File: config.mk
export PLATFORM = sky130hd
export DESIGN_NAME = node_sequencer
export DESIGN_NICKNAME = d
export VERILOG_FILES = /design/src/rtl/node_sequencer.sv
export SDC_FILE = /design/constraint.sdc
export NUM_CORES = 1
export LEC_CHECK = 0
export ABC_CLOCK_PERIOD_IN_PS = 3700
export CAP_MARGIN = 10
export CORE_MARGIN = 10
export CORE_UTILIZATION = 50
export CTS_CLUSTER_DIAMETER = 40
export DETAILED_ROUTE_END_ITERATION = 8
export HOLD_SLACK_MARGIN = 0.08
export MAX_ROUTING_LAYER = met4
export PLACE_DENSITY = 0.71
export SKIP_LAST_GASP = 1
export SYNTH_ARGS = -nofsm -noshare
export SYNTH_HDL_FRONTEND = slang
export SYNTH_SLANG_ARGS = --single-unit
File: constraint.sdc
create_clock -name clk -period 3.7 [get_ports clk]
set_input_delay 0.37 -clock clk [delete_from_list [all_inputs] [get_ports clk]]
set_output_delay 0.37 -clock clk [all_outputs]
set_load 0.03 [all_outputs]
File: src/rtl/node_sequencer.sv
// node_sequencer: per-iteration command sequencer for a node replica chain.
// Turns one start request into the ordered strobe sequence of each annealing
// iteration (draw, distance, accept, ordering, optional exchange) and repeats
// it for the latched iteration count.
module node_sequencer #(
  parameter int unsigned DIST_CYCLES = 8,
  parameter int unsigned ORD_CYCLES  = 4
) (
  input  logic        clk,
  input  logic        reset,
  input  logic        start,
  input  logic        abort,
  input  logic [23:0] iterations,
  input  logic [7:0]  exchange_interval,
  output logic        busy,
  output logic        done,
  output logic [23:0] iter_idx,
  output logic        random_init,
  output logic        random_run,
  output logic        distance_start,
  output logic        metropolis_run,
  output logic        exchange_valid,
  output logic        rbank,
  output logic        replica_run,
  output logic        exchange_run,
  output logic        shift_distance,
  output logic        opt_sel
);

  localparam int unsigned CntW = 16;
  localparam logic [CntW-1:0] DistLoad = CntW'(DIST_CYCLES - 1);
  localparam logic [CntW-1:0] OrdLoad  = CntW'(ORD_CYCLES - 1);

  typedef enum logic [3:0] {
    StIdle, StSeed, StRand, StDist, StMetro, StOrd, StRepl, StXchg, StDone
  } state_e;

  state_e          state_q, state_d;
  logic [CntW-1:0] cnt_q, cnt_d;
  logic [7:0]      phase_q, phase_d;
  logic [23:0]     iter_idx_q, iter_idx_d;
  logic [23:0]     iters_q, iters_d;
  logic [7:0]      intv_q, intv_d;
  logic            rbank_q, rbank_d;
  logic [23:0]     iter_inc;
  logic            take_next;

  // Strobe vector: busy, done, random_init, random_run, distance_start,
  // metropolis_run, exchange_valid, replica_run, exchange_run, shift_distance.
  logic [9:0]      strobes_q, strobes_d;

  assign iter_inc = iter_idx_q + 24'd1;

  // State and counter registers
  always_ff @(posedge clk or posedge reset) begin
    if (reset) begin
      state_q    <= StIdle;
      cnt_q      <= '0;
      phase_q    <= '0;
      iter_idx_q <= '0;
      iters_q    <= '0;
      intv_q     <= '0;
      rbank_q    <= 1'b0;
    end else begin
      state_q    <= state_d;
      cnt_q      <= cnt_d;
      phase_q    <= phase_d;
      iter_idx_q <= iter_idx_d;
      iters_q    <= iters_d;
      intv_q     <= intv_d;
      rbank_q    <= rbank_d;
    end
  end

  // Next-state and counter update; abort overrides everything outside IDLE
  always_comb begin
    state_d    = state_q;
    cnt_d      = cnt_q;
    phase_d    = phase_q;
    iter_idx_d = iter_idx_q;
    iters_d    = iters_q;
    intv_d     = intv_q;
    rbank_d    = rbank_q;
    take_next  = 1'b0;
    if (state_q != StIdle && abort) begin
      state_d = StIdle;
    end else begin
      unique case (state_q)
        StIdle: begin
          if (start) begin
            iters_d    = iterations;
            intv_d     = exchange_interval;
            iter_idx_d = '0;
            phase_d    = '0;
            state_d    = StSeed;
          end
        end
        StSeed: state_d = (iters_q == '0) ? StDone : StRand;
        StRand: begin
          cnt_d   = DistLoad;
          state_d = StDist;
        end
        StDist: begin
          if (cnt_q == '0) state_d = StMetro;
          else             cnt_d   = cnt_q - 1'b1;
        end
        StMetro: begin
          cnt_d   = OrdLoad;
          state_d = StOrd;
        end
        StOrd: begin
          if (cnt_q == '0) begin
            rbank_d = ~rbank_q;
            // Phase counter stands in for (iter_idx+1) mod exchange_interval
            if (intv_q != '0 && phase_q == intv_q - 8'd1) begin
              phase_d = '0;
              state_d = StRepl;
            end else begin
              phase_d   = phase_q + 8'd1;
              take_next = 1'b1;
            end
          end else begin
            cnt_d = cnt_q - 1'b1;
          end
        end
        StRepl: state_d = StXchg;
        StXchg: take_next = 1'b1;
        StDone: state_d = StIdle;
        default: state_d = StIdle;
      endcase
      // NEXT: pseudo-state folded into the exit edge of ORD or XCHG
      if (take_next) begin
        iter_idx_d = iter_inc;
        state_d    = (iter_inc == iters_q) ? StDone : StRand;
      end
    end
  end

  // Output decode of the current state, registered below
  always_comb begin
    strobes_d = '0;
    unique case (state_q)
      StIdle:  strobes_d = 10'b00_0000_0000;
      StSeed:  strobes_d = 10'b10_1000_0000;
      StRand:  strobes_d = 10'b10_0100_0000;
      StDist:  strobes_d = (cnt_q == DistLoad) ? 10'b10_0010_0000 : 10'b10_0000_0000;
      StMetro: strobes_d = 10'b10_0001_0000;
      StOrd:   strobes_d = 10'b10_0000_1000;
      StRepl:  strobes_d = 10'b10_0000_0100;
      StXchg:  strobes_d = 10'b10_0000_0011;
      StDone:  strobes_d = 10'b11_0000_0000;
      default: strobes_d = '0;
    endcase
  end

  // Output register
  always_ff @(posedge clk or posedge reset) begin
    if (reset) strobes_q <= '0;
    else       strobes_q <= strobes_d;
  end

  assign busy           = strobes_q[9];
  assign done           = strobes_q[8];
  assign random_init    = strobes_q[7];
  assign random_run     = strobes_q[6];
  assign distance_start = strobes_q[5];
  assign metropolis_run = strobes_q[4];
  assign exchange_valid = strobes_q[3];
  assign replica_run    = strobes_q[2];
  assign exchange_run   = strobes_q[1];
  assign shift_distance = strobes_q[0];
  assign iter_idx       = iter_idx_q;
  assign rbank          = rbank_q;
  assign opt_sel        = iter_idx_q[0];

endmodule
==> results.py, run 1 <==
metrics = {
    "run_status": {
        "outcome": "finished, final reports clean",
    },
    "cts": {
        "cts_root_buf": "clkbuf_8",
        "post_cts_buffers": 0,
        "clk_latency_ns": 0.38,
        "cts_sinks": 94,
        "htreeDepth": 3,
        "numCtsBuffers": 9,
        "tritoncts": "built",
        "cts_hold_buf": 0,
        "cts_buffer_depth": 2,
        "cts-resized-gates": 0,
        "clk_pin_slew_ns": 0.09,
    },
    "die": {
        "floorplan.initialDensity": 0.512,
        "io_pins": 72,
        "dieHeight_um": 125,
        "die_area_um2": 15700,
        "dieWidth_um": 125,
        "fp.coreArea_um2": 10800,
        "rows": 38,
    },
    "route": {
        "ant_nets": 0,
        "drc": 0,
        "drtIter0Drc": 459,
        "first_pass_iters": 5,
        "dr_total_vias": 4770,
        "vias_per_cell": 6.08,
        "routedWlPerCell_um": 18.4,
        "drt-total-wl_um": 14500,
    },
    "power_and_ir_drop": {
        "leakagePower_uw": 0.00277,
        "power_density_nw_per_um2": 582,
        "ir_drop_v": 0.000275,
    },
    "timing": {
        "fmax_ghz": 0.302,
        "rsz0062_at_grt": "no",
        "min_period_over_period": 0.895,
        "tightest_slew_ns": 1.04,
        "setup_ws_ns": 0.387,
        "max_slew_margin": 0.306,
        "finalCriticalPeriod_ns": 3.31,
        "tns_ns": 0,
        "final-max-slew-violation-count": 0,
        "finalHoldViolCount": 0,
        "worst_clock_skew_ns": 0.0125,
        "finalSetupViolCount": 0,
    },
    "synth": {
        "synthMostInstantiatedCell": "dfrtp_1",
        "avgSynthCellArea_um2": 9.56,
        "synthFlopType": "dfrtp_1",
        "postSynthCellCount": 581,
        "synth_common_cells": "dfrtp_1, nand2_1, nor2_1, xnor2_1, mux2_2",
        "synth.area.top_cells": "dfrtp_1, mux2_2, xnor2_1",
        "ys_warn_count": 0,
        "yosys_register_bits": 94,
        "yosysSeqAreaShare": 0.424,
        "synth_fp_nets": 623,
        "synth_top_area_share": 0.424,
        "async_flop_share": 1.00,
        "yosys.area.top_type": "dfrtp_1",
        "syn-cell-area_um2": 5550,
        "synth_edf_count": 0,
        "yosys.cell_types.count": 60,
    },
    "place": {
        "pre_cts_ws_ns": 0.494,
        "port_buffers": 71,
        "finalWeightedCongestion": 0.884,
        "dpl.hpwl_um": 10400,
        "dpl-instance-area_um2": 6380,
    },
    "global_route": {
        "grt_overflow": 0,
        "grtUsageTotal": 0.186,
        "grt_pass1_vias": 4795,
        "grt_pass1_wl_um": 24000,
        "antenna_found_initial": 0,
        "grt_start_max_net_pins": 57,
    },
    "critical_path": {
        "required_ns": 3.97,
        "arrival_ns": 3.58,
        "critPathKind": "flip-flop to flip-flop",
        "worstSetupEndpointType": "flip-flop",
        "crit_fanout": 15,
        "crit_path_start_kind": "flip-flop",
    },
    "layout": {
        "area_delta_synth_final_pct": 19.2,
        "regArea_um2": 2350,
        "fillCellCount": 930,
        "multi_input_area_um2": 3010,
        "fin_util": 0.611,
        "finalNetCount": 683,
        "post-route-cell-area_um2": 6620,
        "drive_above_1_share": 0.109,
        "antenna_cells": 0,
    },
    "min_path": {
        "min_path_type": "flip-flop to flip-flop",
    },
    "job": {
        "drv_cap": 0,
    },
}
## power breakdown
| group | internal, uW | total, uW | switching, uW |
|---|---|---|---|
| sequential | 1280 | 1590 | 317 |
| clock | 463 | 836 | 373 |
| combinational | 667 | 1420 | 752 |
## critical path, stage by stage (launching register included)
cell     delay [ns]
dfrtp_1        0.43
nor3_2         0.40
a21oi_1        0.14
o31ai_1        0.50
a41oi_2        0.21
o21ai_1        0.82
buf_4          0.36
nor3b_1        0.07
a221o_1        0.26
## registers in the layout (all words and copies together), names as in the netlist
signal,count
state_q,4
phase_q,8
intv_q,8
strobes_q,9
rbank,1
iters_q,24
cnt_q,16
iter_idx,24
## layout make-up
cell class                 count  area share
clock buffer                  11      0.0214
clock inverter                 4      0.0144
inverter                      13     0.00756
multi-input combinational    443       0.455
sequential                    94       0.355
tap                          140      0.0265
timing repair buffer          80       0.119
## layer usage
metal / vias to the layer above / GRT usage / wire (um)
li1: 2240 / - / -
met4: 0 / 0.0698 / 278
met5: - / - / 0
met1: 2361 / 0.230 / 6570
met2: 149 / 0.300 / 6990
met3: 20 / 0.0325 / 643
## path summary, 6_finish.rpt
check,from,to,slack (ns),depth (start not counted)
worst max-delay path,intv_q[0]$_DFFE_PP0P_,iter_idx[7]$_DFFE_PP0P_,0.39,8
worst min-delay path,rbank$_DFFE_PP0P_,rbank$_DFFE_PP0P_,0.47,1
worst max register to register,intv_q[0]$_DFFE_PP0P_,iter_idx[7]$_DFFE_PP0P_,0.39,8
worst min register to register,rbank$_DFFE_PP0P_,rbank$_DFFE_PP0P_,0.47,1
max in group asynchronous,reset,iters_q[10]$_DFFE_PP0P_,2.42,3
min in group asynchronous,reset,phase_q[5]$_DFFE_PP0P_,0.52,2
## cell families after synthesis
| family | synth area share |
|---|---|
| XOR/XNOR | 0.0883 |
| buffers and inverters | 0.0334 |
| multiplexers | 0.0708 |
| adder cells (fa/ha/maj) | 0.0135 |
| AO/OA/AOI/OAI | 0.134 |
| AND/OR/NAND/NOR | 0.236 |
| flip-flops | 0.424 |
## through the flow
step                      power [uW]  std cells  hold WS [ns]
after floorplan                 2610        581         0.469
after detailed placement        3020        770         0.462
after global placement          2960        770         0.457
after CTS                       3850        785         0.474
final                           3850        785         0.469
after global routing            4090        785         0.481
## cells in the final DEF (no fill, tap or decap), types with 3 or more instances in the layout
cell type / n
a211o_1: 4
a211oi_1: 3
a21o_1: 10
a21oi_1: 24
a221o_1: 4
a22o_1: 6
a31oi_1: 5
and2_1: 4
and3_1: 16
and4_1: 6
buf_4: 8
bufinv_16: 3
clkbuf_8: 10
clkdlybuf4s50_1: 71
dfrtp_1: 94
ha_1: 6
inv_1: 12
mux2_2: 34
nand2_1: 40
nand2b_1: 8
nand3_1: 19
nand3b_1: 6
nand4_1: 13
nand4b_1: 3
nor2_1: 37
nor2b_1: 8
nor3_1: 21
nor3b_1: 4
nor4_1: 19
nor4b_1: 4
o21a_1: 3
o21ai_0: 26
o31a_1: 4
o31ai_1: 4
or2_2: 5
or3_1: 7
or4_1: 10
xnor2_1: 35
xor2_1: 21
Power figures use the tool's default switching activity.
==> inputs of run 2 (changes only) <==
--- a/config.mk
+++ b/config.mk
@@ -6,5 +6,5 @@
 export NUM_CORES = 1
 export LEC_CHECK = 0
-export ABC_CLOCK_PERIOD_IN_PS = 3700
+export ABC_CLOCK_PERIOD_IN_PS = 4000
 export CAP_MARGIN = 10
 export CORE_MARGIN = 10
@@ -16,4 +16,5 @@
 export PLACE_DENSITY = 0.71
 export SKIP_LAST_GASP = 1
+export SLEW_MARGIN = 20
 export SYNTH_ARGS = -nofsm -noshare
 export SYNTH_HDL_FRONTEND = slang
==> constraint.sdc (replaced) <==
create_clock -name clk -period 4 [get_ports clk]
set_input_delay 0.8 -clock clk [delete_from_list [all_inputs] [get_ports clk]]
set_output_delay 0.8 -clock clk [all_outputs]
set_load 0.03 [all_outputs]
==> run 2 against run 1 <==
Effect of this change: worst hold slack gained 0.0039 ns; final cell count did not move; register-to-register slack improved by 0.25 ns; sequential power decreased by 8%; combinational power shrank 7%; critical path depth down 1; clock skew fell by 0.00094 ns; utilization did not move.
==> results.py, run 2 (synthesis results as in run 1) <==
metrics = {
    "critical_path": {
        "crit_path_start_kind": "flip-flop",
        "crit_chain": "nand3_1 -> or4_1 -> or4_1 -> o311ai_1 -> nand4_1 -> nor4_1 -> o21a_1",
        "slowest_delay_ns": 0.80,
        "crit-reg2reg-launch": "iter_idx[2]$_DFFE_PP0P_",
        "crit_fanout": 15,
        "crit_top_cell": "or4_1",
        "arrival_ns": 3.68,
        "critPathKind": "flip-flop to flip-flop",
        "r2r_slack_ns": 0.63,
        "r2r-end": "state_q[3]$_DFFE_PP0P_",
        "required_ns": 4.32,
        "worstSetupEndpointType": "flip-flop",
        "critPathSlowestCell": "or4_1",
        "worstRegToRegCells": 7,
    },
    "layout": {
        "fin_util": 0.611,
        "drive_above_1_share": 0.109,
        "fillCellCount": 927,
        "finalNetCount": 682,
        "final_common_cell": "dfrtp_1",
        "antenna_cells": 0,
        "instances_no_fill": 785,
        "mostFrequentLayoutCells": "dfrtp_1, clkdlybuf4s50_1, nand2_1",
        "area_delta_synth_final_pct": 19.2,
    },
    "timing": {
        "rsz0062_at_grt": "no",
        "worst_clock_skew_ns": 0.0116,
        "final-max-slew-violation-count": 0,
        "finalSetupViolCount": 0,
        "finalCriticalPeriod_ns": 3.37,
        "finalHoldViolCount": 0,
        "min_period_over_period": 0.842,
        "fmax_ghz": 0.297,
        "max_slew_margin": 0.414,
        "tightest_slew_ns": 0.878,
        "tns_ns": 0,
    },
    "route": {
        "vias_per_cell": 6.06,
        "first_pass_iters": 5,
        "routedWlPerCell_um": 18.1,
        "dr_total_vias": 4760,
        "drtIter0Drc": 407,
        "drc": 0,
        "drt-total-wl_um": 14200,
        "ant_nets": 0,
    },
    "die": {
        "io_pins": 72,
        "die_area_um2": 15700,
        "dieWidth_um": 125,
        "rows": 38,
        "floorplan.initialDensity": 0.512,
        "dieHeight_um": 125,
        "fp.coreArea_um2": 10800,
    },
    "global_route": {
        "grt_pass1_vias": 4612,
        "antenna_found_initial": 0,
        "grtUsageTotal": 0.183,
        "grt_pass1_wl_um": 23700,
        "grt_overflow": 0,
        "grt_start_max_net_pins": 59,
    },
    "cts": {
        "numCtsBuffers": 9,
        "cts_root_buf": "clkbuf_8",
        "cts-resized-gates": 0,
        "post_cts_buffers": 0,
        "tritoncts": "built",
        "htreeDepth": 3,
        "cts_sinks": 94,
        "clk_pin_slew_ns": 0.10,
        "clk_latency_ns": 0.38,
        "cts_buffer_depth": 2,
        "cts_hold_buf": 0,
    },
    "place": {
        "dpl.hpwl_um": 10400,
        "port_buffers": 71,
        "finalWeightedCongestion": 0.860,
        "dp.cells": 769,
    },
    "min_path": {
        "min_path_type": "flip-flop to flip-flop",
        "worstHoldStart": "rbank$_DFFE_PP0P_",
        "whs_endpoint": "rbank$_DFFE_PP0P_",
        "hold_depth": 1,
    },
    "power_and_ir_drop": {
        "ir_drop_v": 0.000359,
        "leakagePower_uw": 0.00277,
        "power_density_nw_per_um2": 537,
    },
    "job": {
        "drv_cap": 0,
    },
    "run_status": {
        "outcome": "finished, final reports clean",
    },
}
[run 2: cell types whose count changed in the layout (fill, tap and decap cells not counted)]
cell      change
clkinv_4      +1
inv_6         +2
clkinv_2      -1
buf_4         -1
clkbuf_8      -1
[run 2: report_power, final]
group	leakage [uW]	total (uW)	switching, uW	internal [uW]
Sequential	0.00122	1470	286	1180
Combinational	0.00143	1320	696	621
Clock	0.000121	768	347	421
[run 2: stage by stage]
step | setup slack [ns] | hold slack [ns] | cell area (um2) | power (uW)
after floorplan | 0.751 | 0.469 | 5550 | 2420
after global placement | 0.771 | 0.458 | 6370 | 2760
after detailed placement | 0.803 | 0.463 | 6370 | 2800
after CTS | 0.752 | 0.478 | 6620 | 3570
after global routing | 0.472 | 0.500 | 6620 | 3780
final | 0.634 | 0.473 | 6620 | 3550
[run 2: per-layer routing]
layer / wire [um] / up-vias / GRT usage
li1: - / 2262 / -
met1: 6370 / 2342 / 0.230
met2: 6870 / 134 / 0.294
met3: 749 / 22 / 0.0414
met4: 196 / 0 / 0.0427
met5: 0 / - / -
[run 2: how the worst max path moves through the flow]
stage	end	slack, ns	start
after floorplan	cnt_q[0]$_DFFE_PP0P_	0.75	reset
after global placement	state_q[3]$_DFFE_PP0P_	0.77	iter_idx[2]$_DFFE_PP0P_
after detailed placement	state_q[3]$_DFFE_PP0P_	0.80	iter_idx[2]$_DFFE_PP0P_
after CTS	state_q[3]$_DFFE_PP0P_	0.75	iter_idx[2]$_DFFE_PP0P_
after global routing	iter_idx[13]$_DFFE_PP0P_	0.47	intv_q[0]$_DFFE_PP0P_
final	state_q[3]$_DFFE_PP0P_	0.63	iter_idx[2]$_DFFE_PP0P_
[run 2: area by class of cell]
class / count / area [um2] / share of cell area
repair buffers: 79 / 783 / 0.118
clock buffers: 10 / 128 / 0.0193
flip-flops and latches: 94 / 2350 / 0.355
multi-input cells: 443 / 3010 / 0.455
inverters: 13 / 50.0 / 0.00756
well taps: 140 / 175 / 0.0265
clock inverters: 6 / 116 / 0.0176
[run 2: worst max-delay path, delay by kind of cell (launching register included)]
| family | cells | cell delay [ns] |
|---|---|---|
| DFF | 1 | 0.58 |
| and+or+nand+nor | 5 | 2.36 |
| AOI/OAI and AO/OA | 2 | 0.36 |
==> inputs of run 3 (changes only) <==
ABC_CLOCK_PERIOD_IN_PS = 2750   (was 4000)
PLACE_DENSITY = 0.74   (was 0.71)
clock period = 2.75 ns   (was 4 ns; I/O delays follow)
==> run 3 against run 2 <==
Effect of this change: maximum frequency grew 24%; setup slack lost 0.60 ns; die area did not move; final cell count is 6.8% higher; global-route usage grew 1.0 points; sequential power grew 43%; total power up 53%; non-clock buffer count rose by 55; largest cell class unchanged.
==> results.py, run 3 (synthesis results as in run 1) <==
metrics = {
    "critical_path": {
        "crit_fanout": 15,
        "required_ns": 3.01,
        "worstSetupEndpointType": "flip-flop",
        "critPathKind": "flip-flop to flip-flop",
        "arrival_ns": 2.97,
        "r2r_slack_ns": 0.03,
        "crit_path_start_kind": "flip-flop",
    },
    "die": {
        "dieHeight_um": 125,
        "die_area_um2": 15700,
        "rows": 38,
        "io_pins": 72,
        "floorplan.initialDensity": 0.512,
        "fp.coreArea_um2": 10800,
        "dieWidth_um": 125,
    },
    "job": {
        "drv_cap": 0,
    },
    "layout": {
        "mostFrequentLayoutCells": "dfrtp_1, clkdlybuf4s50_1, buf_4",
        "finalNetCount": 737,
        "fin_util": 0.662,
        "antenna_cells": 0,
        "drive_above_1_share": 0.213,
        "final_common_cell": "dfrtp_1",
        "post-route-cell-area_um2": 7180,
        "fillCellCount": 901,
        "area_delta_synth_final_pct": 29.3,
        "instances_no_fill": 838,
    },
    "global_route": {
        "antenna_found_initial": 0,
        "grt_overflow": 0,
        "grt_start_max_net_pins": 41,
        "grt_pass1_vias": 4957,
        "grt_pass1_wl_um": 24800,
        "grtUsageTotal": 0.193,
    },
    "place": {
        "port_buffers": 71,
        "pre_cts_ws_ns": -0.276,
        "dp.cells": 819,
        "dpl-instance-area_um2": 6780,
        "dpl.hpwl_um": 11200,
        "finalWeightedCongestion": 0.914,
    },
    "route": {
        "routedWlPerCell_um": 18.2,
        "vias_per_cell": 5.95,
        "drt-total-wl_um": 15200,
        "ant_nets": 0,
        "drc": 0,
        "first_pass_iters": 5,
        "dr_total_vias": 4988,
        "drtIter0Drc": 434,
    },
    "run_status": {
        "outcome": "finished, final reports clean",
    },
    "timing": {
        "worst_clock_skew_ns": 0.00927,
        "final-max-slew-violation-count": 0,
        "tns_ns": 0,
        "rsz0062_at_grt": "yes",
        "finalSetupViolCount": 0,
        "finalCriticalPeriod_ns": 2.72,
        "setup_ws_ns": 0.0337,
        "tightest_slew_ns": 0.628,
        "min_period_over_period": 0.988,
        "finalHoldViolCount": 0,
        "max_slew_margin": 0.577,
        "fmax_ghz": 0.368,
    },
    "cts": {
        "clk_latency_ns": 0.37,
        "cts_sinks": 94,
        "cts_buffer_depth": 2,
        "cts_root_buf": "clkbuf_8",
        "numCtsBuffers": 9,
        "htreeDepth": 3,
        "clk_pin_slew_ns": 0.09,
        "tritoncts": "built",
    },
    "power_and_ir_drop": {
        "internal_power_uw": 3390,
        "leakagePower_uw": 0.00305,
        "clkPwrFrac": 0.184,
        "power_frac_seq": 0.387,
        "netSwitchingPower_uw": 2040,
        "p_comb_frac": 0.429,
        "switching_share": 0.376,
        "ir_drop_v": 0.000455,
        "power_density_nw_per_um2": 756,
    },
    "min_path": {
        "min_path_type": "flip-flop to flip-flop",
    },
}
[run 3: cell count changes in the layout (fill, tap and decap cells not counted), sizes merged]
cell      previous run  this run
buf                  8        63
clkinvlp             0         2
inv                 14        12
bufinv               3         2
clkinv               2         1
[run 3: worst max-delay path, cell delays in order, from the launching register on]
cell     delay (ns)
dfrtp_1        0.38
or4_4          0.54
or2_4          0.27
or4_4          0.51
a41oi_2        0.20
o21a_2         0.16
a21oi_2        0.05
buf_12         0.16
a221o_1        0.34
[run 3: layout make-up]
class	count	area, um2	area share
clock buffers	10	138	0.0192
clock inverters	4	72.6	0.0101
inverters	13	52.6	0.00732
multi-input cells	443	3140	0.438
flip-flops and latches	94	2360	0.328
well taps	140	175	0.0244
repair buffers	134	1240	0.173
[run 3: path summary, 6_finish.rpt]
kind	start	endpoint	cells after the start
worst max-delay path	cnt_q[4]$_DFFE_PP0P_	iter_idx[13]$_DFFE_PP0P_	8
worst min-delay path	rbank$_DFFE_PP0P_	rbank$_DFFE_PP0P_	1
worst max register to register	cnt_q[4]$_DFFE_PP0P_	iter_idx[13]$_DFFE_PP0P_	8
worst min register to register	rbank$_DFFE_PP0P_	rbank$_DFFE_PP0P_	1
max in group asynchronous	reset	intv_q[0]$_DFFE_PP0P_	3
min in group asynchronous	reset	iters_q[4]$_DFFE_PP0P_	2
[run 3: power by group through the flow]
stage,combinational (uW),sequential [uW],clock [uW]
2_1_floorplan,1460,2060,0
3_3_place_gp,2090,2080,0
3_5_place_dp,2150,2100,0
4_1_cts,2190,2080,1020
5_1_grt,2540,2150,1090
6_report,2330,2100,997
[run 3: metal layers]
layer,global-route usage,routed length [um]
met3,0.0422,803
met4,0.0501,203
met5,-,0
met2,0.322,7730
met1,0.231,6500
[run 3: per-stage QoR]
| stage | hold WS (ns) | power, uW |
|---|---|---|
| floorplan | 0.469 | 3520 |
| global placement | 0.458 | 4160 |
| detailed placement | 0.461 | 4260 |
| CTS | 0.477 | 5290 |
| global route | 0.498 | 5790 |
| finish | 0.474 | 5430 |
[run 3: repair_timing]
| action | 4_1_cts | 5_1_grt |
|---|---|---|
| hold buffers | 0 | 0 |
| setup buffers | 0 | 4 |
| endpoints found under the setup margin | 25 | 34 |
| gates resized for setup | 5 | 29 |
| cloned | 0 | 1 |
| pin swaps | 1 | 7 |
